--- config.mk ---
export PLATFORM = sky130hd
export DESIGN_NAME = s_key_expand_seq
export DESIGN_NICKNAME = d
export VERILOG_FILES = /design/src/rtl/s_key_pkg.sv /design/src/rtl/s_sub_word.sv /design/src/rtl/s_key_expand_seq.sv
export SDC_FILE = /design/constraint.sdc
export NUM_CORES = 2
export LEC_CHECK = 0
export BUFFER_PORTS_ARGS = -buffer_cell sky130_fd_sc_hd__buf_2
export CORE_MARGIN = 2
export CORE_UTILIZATION = 42
export CTS_CLUSTER_SIZE = 25
export DETAILED_ROUTE_END_ITERATION = 12
export SLEW_MARGIN = 20
export SYNTH_ARGS = -nofsm -noshare
export SYNTH_HDL_FRONTEND = slang
export SYNTH_SLANG_ARGS = --single-unit
--- constraint.sdc ---
create_clock -name clk -period 66.6 [get_ports clk]
set_input_delay 13.32 -clock clk [delete_from_list [all_inputs] [get_ports clk]]
set_output_delay 13.32 -clock clk [all_outputs]
set_load 0.03 [all_outputs]
--- src/rtl/s_key_pkg.sv ---
// Shared definitions for the sequential AES-128 key expansion engine.
// Contents: word/round-key typedefs, round count, the Rcon table with a
// lookup helper, and the controller state encoding.
package s_key_pkg;

  typedef logic [31:0]  word_t;
  typedef logic [127:0] rkey_t;

  localparam int NUM_ROUNDS = 10;

  // Round constants for rounds 1..10 (top byte of the Rcon word).
  localparam logic [7:0] RCON [1:10] = '{
    8'h01, 8'h02, 8'h04, 8'h08, 8'h10, 8'h20, 8'h40, 8'h80, 8'h1b, 8'h36
  };

  typedef enum logic [1:0] {
    IDLE   = 2'd0,
    EXPAND = 2'd1,
    READY  = 2'd2
  } state_e;

  // Rcon word for round r; rounds outside 1..10 yield zero.
  function automatic word_t rcon_word(input logic [3:0] r);
    word_t w;
    w = '0;
    for (int i = 1; i <= 10; i++)
      if (r == 4'(i)) w = {RCON[i], 24'h000000};
    return w;
  endfunction

endpackage

--- src/rtl/s_sub_word.sv ---
// AES SubWord: four independent S-box byte substitutions on a 32-bit word.
// Ports:
//   word_i  in  32  input word
//   word_o  out 32  S-box applied to each byte
module s_sub_word
  import s_key_pkg::*;
(
  input  word_t word_i,
  output word_t word_o
);

  localparam logic [0:255][7:0] SBOX = {
    8'h63,8'h7c,8'h77,8'h7b,8'hf2,8'h6b,8'h6f,8'hc5,8'h30,8'h01,8'h67,8'h2b,8'hfe,8'hd7,8'hab,8'h76,
    8'hca,8'h82,8'hc9,8'h7d,8'hfa,8'h59,8'h47,8'hf0,8'had,8'hd4,8'ha2,8'haf,8'h9c,8'ha4,8'h72,8'hc0,
    8'hb7,8'hfd,8'h93,8'h26,8'h36,8'h3f,8'hf7,8'hcc,8'h34,8'ha5,8'he5,8'hf1,8'h71,8'hd8,8'h31,8'h15,
    8'h04,8'hc7,8'h23,8'hc3,8'h18,8'h96,8'h05,8'h9a,8'h07,8'h12,8'h80,8'he2,8'heb,8'h27,8'hb2,8'h75,
    8'h09,8'h83,8'h2c,8'h1a,8'h1b,8'h6e,8'h5a,8'ha0,8'h52,8'h3b,8'hd6,8'hb3,8'h29,8'he3,8'h2f,8'h84,
    8'h53,8'hd1,8'h00,8'hed,8'h20,8'hfc,8'hb1,8'h5b,8'h6a,8'hcb,8'hbe,8'h39,8'h4a,8'h4c,8'h58,8'hcf,
    8'hd0,8'hef,8'haa,8'hfb,8'h43,8'h4d,8'h33,8'h85,8'h45,8'hf9,8'h02,8'h7f,8'h50,8'h3c,8'h9f,8'ha8,
    8'h51,8'ha3,8'h40,8'h8f,8'h92,8'h9d,8'h38,8'hf5,8'hbc,8'hb6,8'hda,8'h21,8'h10,8'hff,8'hf3,8'hd2,
    8'hcd,8'h0c,8'h13,8'hec,8'h5f,8'h97,8'h44,8'h17,8'hc4,8'ha7,8'h7e,8'h3d,8'h64,8'h5d,8'h19,8'h73,
    8'h60,8'h81,8'h4f,8'hdc,8'h22,8'h2a,8'h90,8'h88,8'h46,8'hee,8'hb8,8'h14,8'hde,8'h5e,8'h0b,8'hdb,
    8'he0,8'h32,8'h3a,8'h0a,8'h49,8'h06,8'h24,8'h5c,8'hc2,8'hd3,8'hac,8'h62,8'h91,8'h95,8'he4,8'h79,
    8'he7,8'hc8,8'h37,8'h6d,8'h8d,8'hd5,8'h4e,8'ha9,8'h6c,8'h56,8'hf4,8'hea,8'h65,8'h7a,8'hae,8'h08,
    8'hba,8'h78,8'h25,8'h2e,8'h1c,8'ha6,8'hb4,8'hc6,8'he8,8'hdd,8'h74,8'h1f,8'h4b,8'hbd,8'h8b,8'h8a,
    8'h70,8'h3e,8'hb5,8'h66,8'h48,8'h03,8'hf6,8'h0e,8'h61,8'h35,8'h57,8'hb9,8'h86,8'hc1,8'h1d,8'h9e,
    8'he1,8'hf8,8'h98,8'h11,8'h69,8'hd9,8'h8e,8'h94,8'h9b,8'h1e,8'h87,8'he9,8'hce,8'h55,8'h28,8'hdf,
    8'h8c,8'ha1,8'h89,8'h0d,8'hbf,8'he6,8'h42,8'h68,8'h41,8'h99,8'h2d,8'h0f,8'hb0,8'h54,8'hbb,8'h16
  };

  for (genvar b = 0; b < 4; b++) begin : g_byte
    assign word_o[8*b +: 8] = SBOX[word_i[8*b +: 8]];
  end

endmodule

--- src/rtl/s_key_expand_seq.sv ---
// Sequential AES-128 key expansion engine with an 11-entry round-key store.
// Accepts one cipher key, derives round keys 1..10 at one per clock, and
// serves any stored round key through a registered indexed read port.
// Optional feature: define KEY_ZEROIZE_EN to make `zeroize` clear all key
// material and abort expansion; otherwise `zeroize` is ignored.
// Ports:
//   clk         in   1    clock, rising edge
//   rst         in   1    asynchronous reset, active-high
//   key_in      in   128  cipher key, word0 = [127:96]
//   key_valid   in   1    key_in valid
//   key_ready   out  1    engine can accept a key
//   keys_valid  out  1    store holds a complete schedule for the last key
//   rk_rd_idx   in   4    round-key index to read (0..10, others read 0)
//   rk_rd_data  out  128  registered round key, 1-cycle latency
//   zeroize     in   1    clear key material (KEY_ZEROIZE_EN only)
module s_key_expand_seq #(
  parameter int KEY_W      = 128,
  parameter int NUM_ROUNDS = s_key_pkg::NUM_ROUNDS
) (
  input  logic             clk,
  input  logic             rst,
  input  logic [KEY_W-1:0] key_in,
  input  logic             key_valid,
  output logic             key_ready,
  output logic             keys_valid,
  input  logic [3:0]       rk_rd_idx,
  output logic [KEY_W-1:0] rk_rd_data,
  input  logic             zeroize
);
  import s_key_pkg::*;

  state_e state_q, state_d;
  logic [3:0] cnt_q, cnt_d;
  logic kv_q, kv_d;
  rkey_t rk_q [NUM_ROUNDS+1];
  rkey_t rk_d [NUM_ROUNDS+1];
  rkey_t rd_q, rd_d;

  // Previous round key rk[cnt-1] feeds the recurrence.
  rkey_t prev;
  word_t p0, p1, p2, p3, sub, w0, w1, w2, w3;
  rkey_t rk_next;

  always_comb begin
    prev = '0;
    for (int i = 0; i < NUM_ROUNDS; i++)
      if (cnt_q == 4'(i + 1)) prev = rk_q[i];
  end

  assign {p0, p1, p2, p3} = prev;

  s_sub_word u_sub_word (
    .word_i ({p3[23:0], p3[31:24]}),
    .word_o (sub)
  );

  assign w0      = p0 ^ sub ^ rcon_word(cnt_q);
  assign w1      = p1 ^ w0;
  assign w2      = p2 ^ w1;
  assign w3      = p3 ^ w2;
  assign rk_next = {w0, w1, w2, w3};

`ifndef KEY_ZEROIZE_EN
  logic unused_zeroize;
  assign unused_zeroize = zeroize;
`endif

  always_comb begin
    state_d = state_q;
    cnt_d   = cnt_q;
    kv_d    = kv_q;
    rk_d    = rk_q;

    // Read samples the store before this edge's write: no bypass.
    rd_d = '0;
    for (int i = 0; i <= NUM_ROUNDS; i++)
      if (rk_rd_idx == 4'(i)) rd_d = rk_q[i];

    case (state_q)
      IDLE, READY: begin
        if (key_valid) begin
          rk_d[0] = key_in;
          cnt_d   = 4'd1;
          kv_d    = 1'b0;
          state_d = EXPAND;
        end
      end
      EXPAND: begin
        for (int i = 1; i <= NUM_ROUNDS; i++)
          if (cnt_q == 4'(i)) rk_d[i] = rk_next;
        if (cnt_q == 4'(NUM_ROUNDS)) begin
          cnt_d   = 4'd0;
          kv_d    = 1'b1;
          state_d = READY;
        end else begin
          cnt_d = cnt_q + 4'd1;
        end
      end
      default: state_d = IDLE;
    endcase

`ifdef KEY_ZEROIZE_EN
    // Zeroize overrides any accept or expansion step on the same edge.
    if (zeroize) begin
      state_d = IDLE;
      cnt_d   = 4'd0;
      kv_d    = 1'b0;
      rd_d    = '0;
      for (int i = 0; i <= NUM_ROUNDS; i++) rk_d[i] = '0;
    end
`endif
  end

  always_ff @(posedge clk or posedge rst) begin
    if (rst) begin
      state_q <= IDLE;
      cnt_q   <= 4'd0;
      kv_q    <= 1'b0;
      rd_q    <= '0;
      for (int i = 0; i <= NUM_ROUNDS; i++) rk_q[i] <= '0;
    end else begin
      state_q <= state_d;
      cnt_q   <= cnt_d;
      kv_q    <= kv_d;
      rd_q    <= rd_d;
      for (int i = 0; i <= NUM_ROUNDS; i++) rk_q[i] <= rk_d[i];
    end
  end

  assign key_ready  = (state_q != EXPAND);
  assign keys_valid = kv_q;
  assign rk_rd_data = rd_q;

endmodule

==> impl_metrics.ini <==
[outcome]
outcome = completed

[clock_tree]
cts_tree = built
root_buffer = clkbuf_16
hold_buffers = 0
cts_sinks = 1543
clkLatencyLatePin_ns = 0.91
cts_max_level = 4
cts_resized = 0
cts_setup_buffers = 0
clk_path_buf_depth = 3
path_clk_slew_ns = 0.06
numCtsBuffers = 172

[worst_setup_path]
cp.required_ns = 67.48
worst-path-max-fanout = 158
worst-r2r-cell-count = 21
r2r_slack_ns = 55.90
r2r_start = cnt_q[1]$_DFFE_PP0P_
start_kind = input pin
path_class = input pin to async pin
arrival_ns = 17.93
cp-end-kind = async pin
r2r_end = rk_q[21]$_DFFE_PP0P_

[min_path]
hold_start = rk_q[60]$_DFFE_PP0P_
min_path_type = flop to flop
whs_endpoint = rk_rd_data[60]$_DFF_PP0_
min_path_cells = 2

[global_routing]
grt_pass1_vias = 86860
grt_max_degree = 194
grt_pass1_wl_um = 636000
grtUsageTotal = 0.3908
grt_overflow = 0
antenna_found_initial = 32

[drt]
dr.first_iter.drc_count = 15610
wl_per_cell_um = 33.26
drt_wl_total_um = 447100
drc_errors = 0
final_antenna_net_count = 0
first_pass_iters = 10
via_per_inst = 6.925
vias = 93090

[sta]
tightest_slew_ns = 1.246
slew_headroom = 0.1453
timing.fmax_ghz = 0.05866
hold_violations = 0
slew_violations = 0
tns_ns = 0
rsz0062_at_grt = no
min_period_ns = 17.05
skew_ns = 0.1246
finalSetupViolations = 0
fin_crit_sh = 0.2559

[logic_synthesis]
synth_edf_count = 0
syn-num-nets = 10980
yosysTopAreaCellShare = 0.4238
ys_seq_area_frac = 0.4238
synth_cell_types = 118
syn_area_per_cell_um2 = 8.441
synth.area.top_cells = dfrtp_1 42%, o21ai_0 9.0%, nand2_1 7.2%, a21oi_1 3.3%, clkbuf_1 3.2%
ys_ff_latch = 1543
syn_area_um2 = 91100
synthArstFlopShare = 1.000
synth.largest_area_cell = dfrtp_1
ys_warn_count = 0
syn_inst = 10790
ys.flop_type = dfrtp_1

[placed_design]
dp_hpwl_um = 276100
portBuffers = 264
gp_congestion = 1.004

[floorplanning]
pin_count = 266
chipWidth_um = 469.7
num_rows = 170
coreArea_um2 = 215000
die_h_um = 469.7
die-area_um2 = 220700
start_util = 0.4236

[finish]
fillers = 20630
drive_gt1_frac = 0.1208
area_growth_pct = 10.66
nets = 10640

[run]
drv_cap = 0
[worst max path at each step]
stage / startpoint / endpoint / cells past startpoint
final: rst / rk_q[730]$_DFFE_PP0P_ / 7
after global routing: rst / rk_q[350]$_DFFE_PP0P_ / 7
after CTS: rst / rk_q[730]$_DFFE_PP0P_ / 7
after detailed placement: rst / rk_q[730]$_DFFE_PP0P_ / 7
after global placement: rst / rk_q[730]$_DFFE_PP0P_ / 7
after floorplan: rst / cnt_q[0]$_DFFE_PP0P_ / 1
[stage by stage]
step | utilization | hold slack (ns) | std cells | setup WS, ns | cell area [um^2]
4_1_cts | 0.4682 | 0.4833 | 13430 | 49.16 | 100700
3_3_place_gp | 0.4397 | 0.4605 | 13110 | 48.32 | 94560
5_1_grt | 0.4687 | 0.5001 | 13430 | 49.00 | 100800
3_5_place_dp | 0.4399 | 0.4698 | 13110 | 48.24 | 94600
2_1_floorplan | - | 0.4458 | 10790 | 9.748 | 91100
6_report | 0.4688 | 0.4707 | 13440 | 49.55 | 100800
[worst max-delay path: stages]
cell    delay (ns)
buf_2         0.13
inv_8         0.39
buf_4         0.68
buf_12        0.70
buf_4         0.82
buf_12        0.59
buf_6         0.69
[sequential cells by signal, indices dropped and copies added, names as in the netlist]
register	flops
rk_rd_data	128
rk_q	1408
cnt_q	4
keys_valid	1
state_q	2
[routing by layer]
layer	share of wire	track usage
met1	0.38	0.5105
met2	0.41	0.5608
met3	0.13	0.1201
met4	0.076	0.2483
met5	0.00025	0
[kinds of logic after synthesis]
family,count (synthesis),share of synthesized area
compound gates,4281,0.3014
flops,1543,0.4238
simple gates,3230,0.1526
buf+inv,1157,0.05338
fa+ha+maj,55,0.007554
xor+xnor,179,0.01934
mux,348,0.04198
[final cells by class]
cell class / instances / area [um^2] / area share
tap: 2838 / 3551 / 0.03522
multi-input combinational: 8093 / 48310 / 0.4792
timing repair buffer: 592 / 4010 / 0.03978
sequential: 1543 / 38620 / 0.3831
clock buffer: 238 / 4862 / 0.04823
inverter: 49 / 196.4 / 0.001949
antenna: 13 / 32.53 / 0.0003227
clock inverter: 77 / 1225 / 0.01215
[cells in the mapped netlist (27+ instances only)]
| cell | count |
|---|---|
| ha_1 | 55 |
| o311ai_0 | 58 |
| o32ai_1 | 38 |
| a221oi_1 | 61 |
| o21ai_0 | 1634 |
| o31ai_1 | 42 |
| nand2b_1 | 37 |
| o32a_1 | 39 |
| inv_1 | 39 |
| xnor2_1 | 109 |
| or3_1 | 27 |
| nand4_1 | 61 |
| nor2_1 | 740 |
| buf_1 | 87 |
| buf_2 | 178 |
| a22o_1 | 34 |
| and3_1 | 53 |
| nand2_1 | 1739 |
| a222oi_1 | 156 |
| dfrtp_1 | 1543 |
| a31oi_1 | 160 |
| mux2i_1 | 138 |
| o2111ai_1 | 29 |
| nand3b_1 | 27 |
| clkbuf_1 | 779 |
| xor2_1 | 45 |
| a22oi_1 | 355 |
| a211o_1 | 33 |
| o22ai_1 | 176 |
| a221o_1 | 31 |
| mux2_2 | 202 |
| nor4_1 | 43 |
| a211oi_1 | 183 |
| o21ai_1 | 90 |
| and2_1 | 33 |
| a311oi_1 | 51 |
| o211ai_1 | 105 |
| a2111oi_0 | 32 |
| nor3_1 | 137 |
| a21oi_1 | 608 |
| o221ai_1 | 105 |
| buf_4 | 47 |
| nand3_1 | 199 |
[cell usage in the layout, fill, tap and decap left out, drive strengths merged, types with 62 or more instances in the layout]
master and instances:
o21ai 1727, a221oi 65, o22ai 177, a31oi 163, nand3 199, mux2 203, a222oi 156, buf 592
o211ai 105, a22oi 356, nor3 141, dfrtp 1543, mux2i 138, nand4 62, o221ai 105, a21oi 615
a211oi 186, clkbuf 238, o311ai 66, nor2 743, xnor2 123, nand2 1741
Power is not shown: default switching activity piles up to over one toggle a cycle in this logic, so the estimate is an artifact.
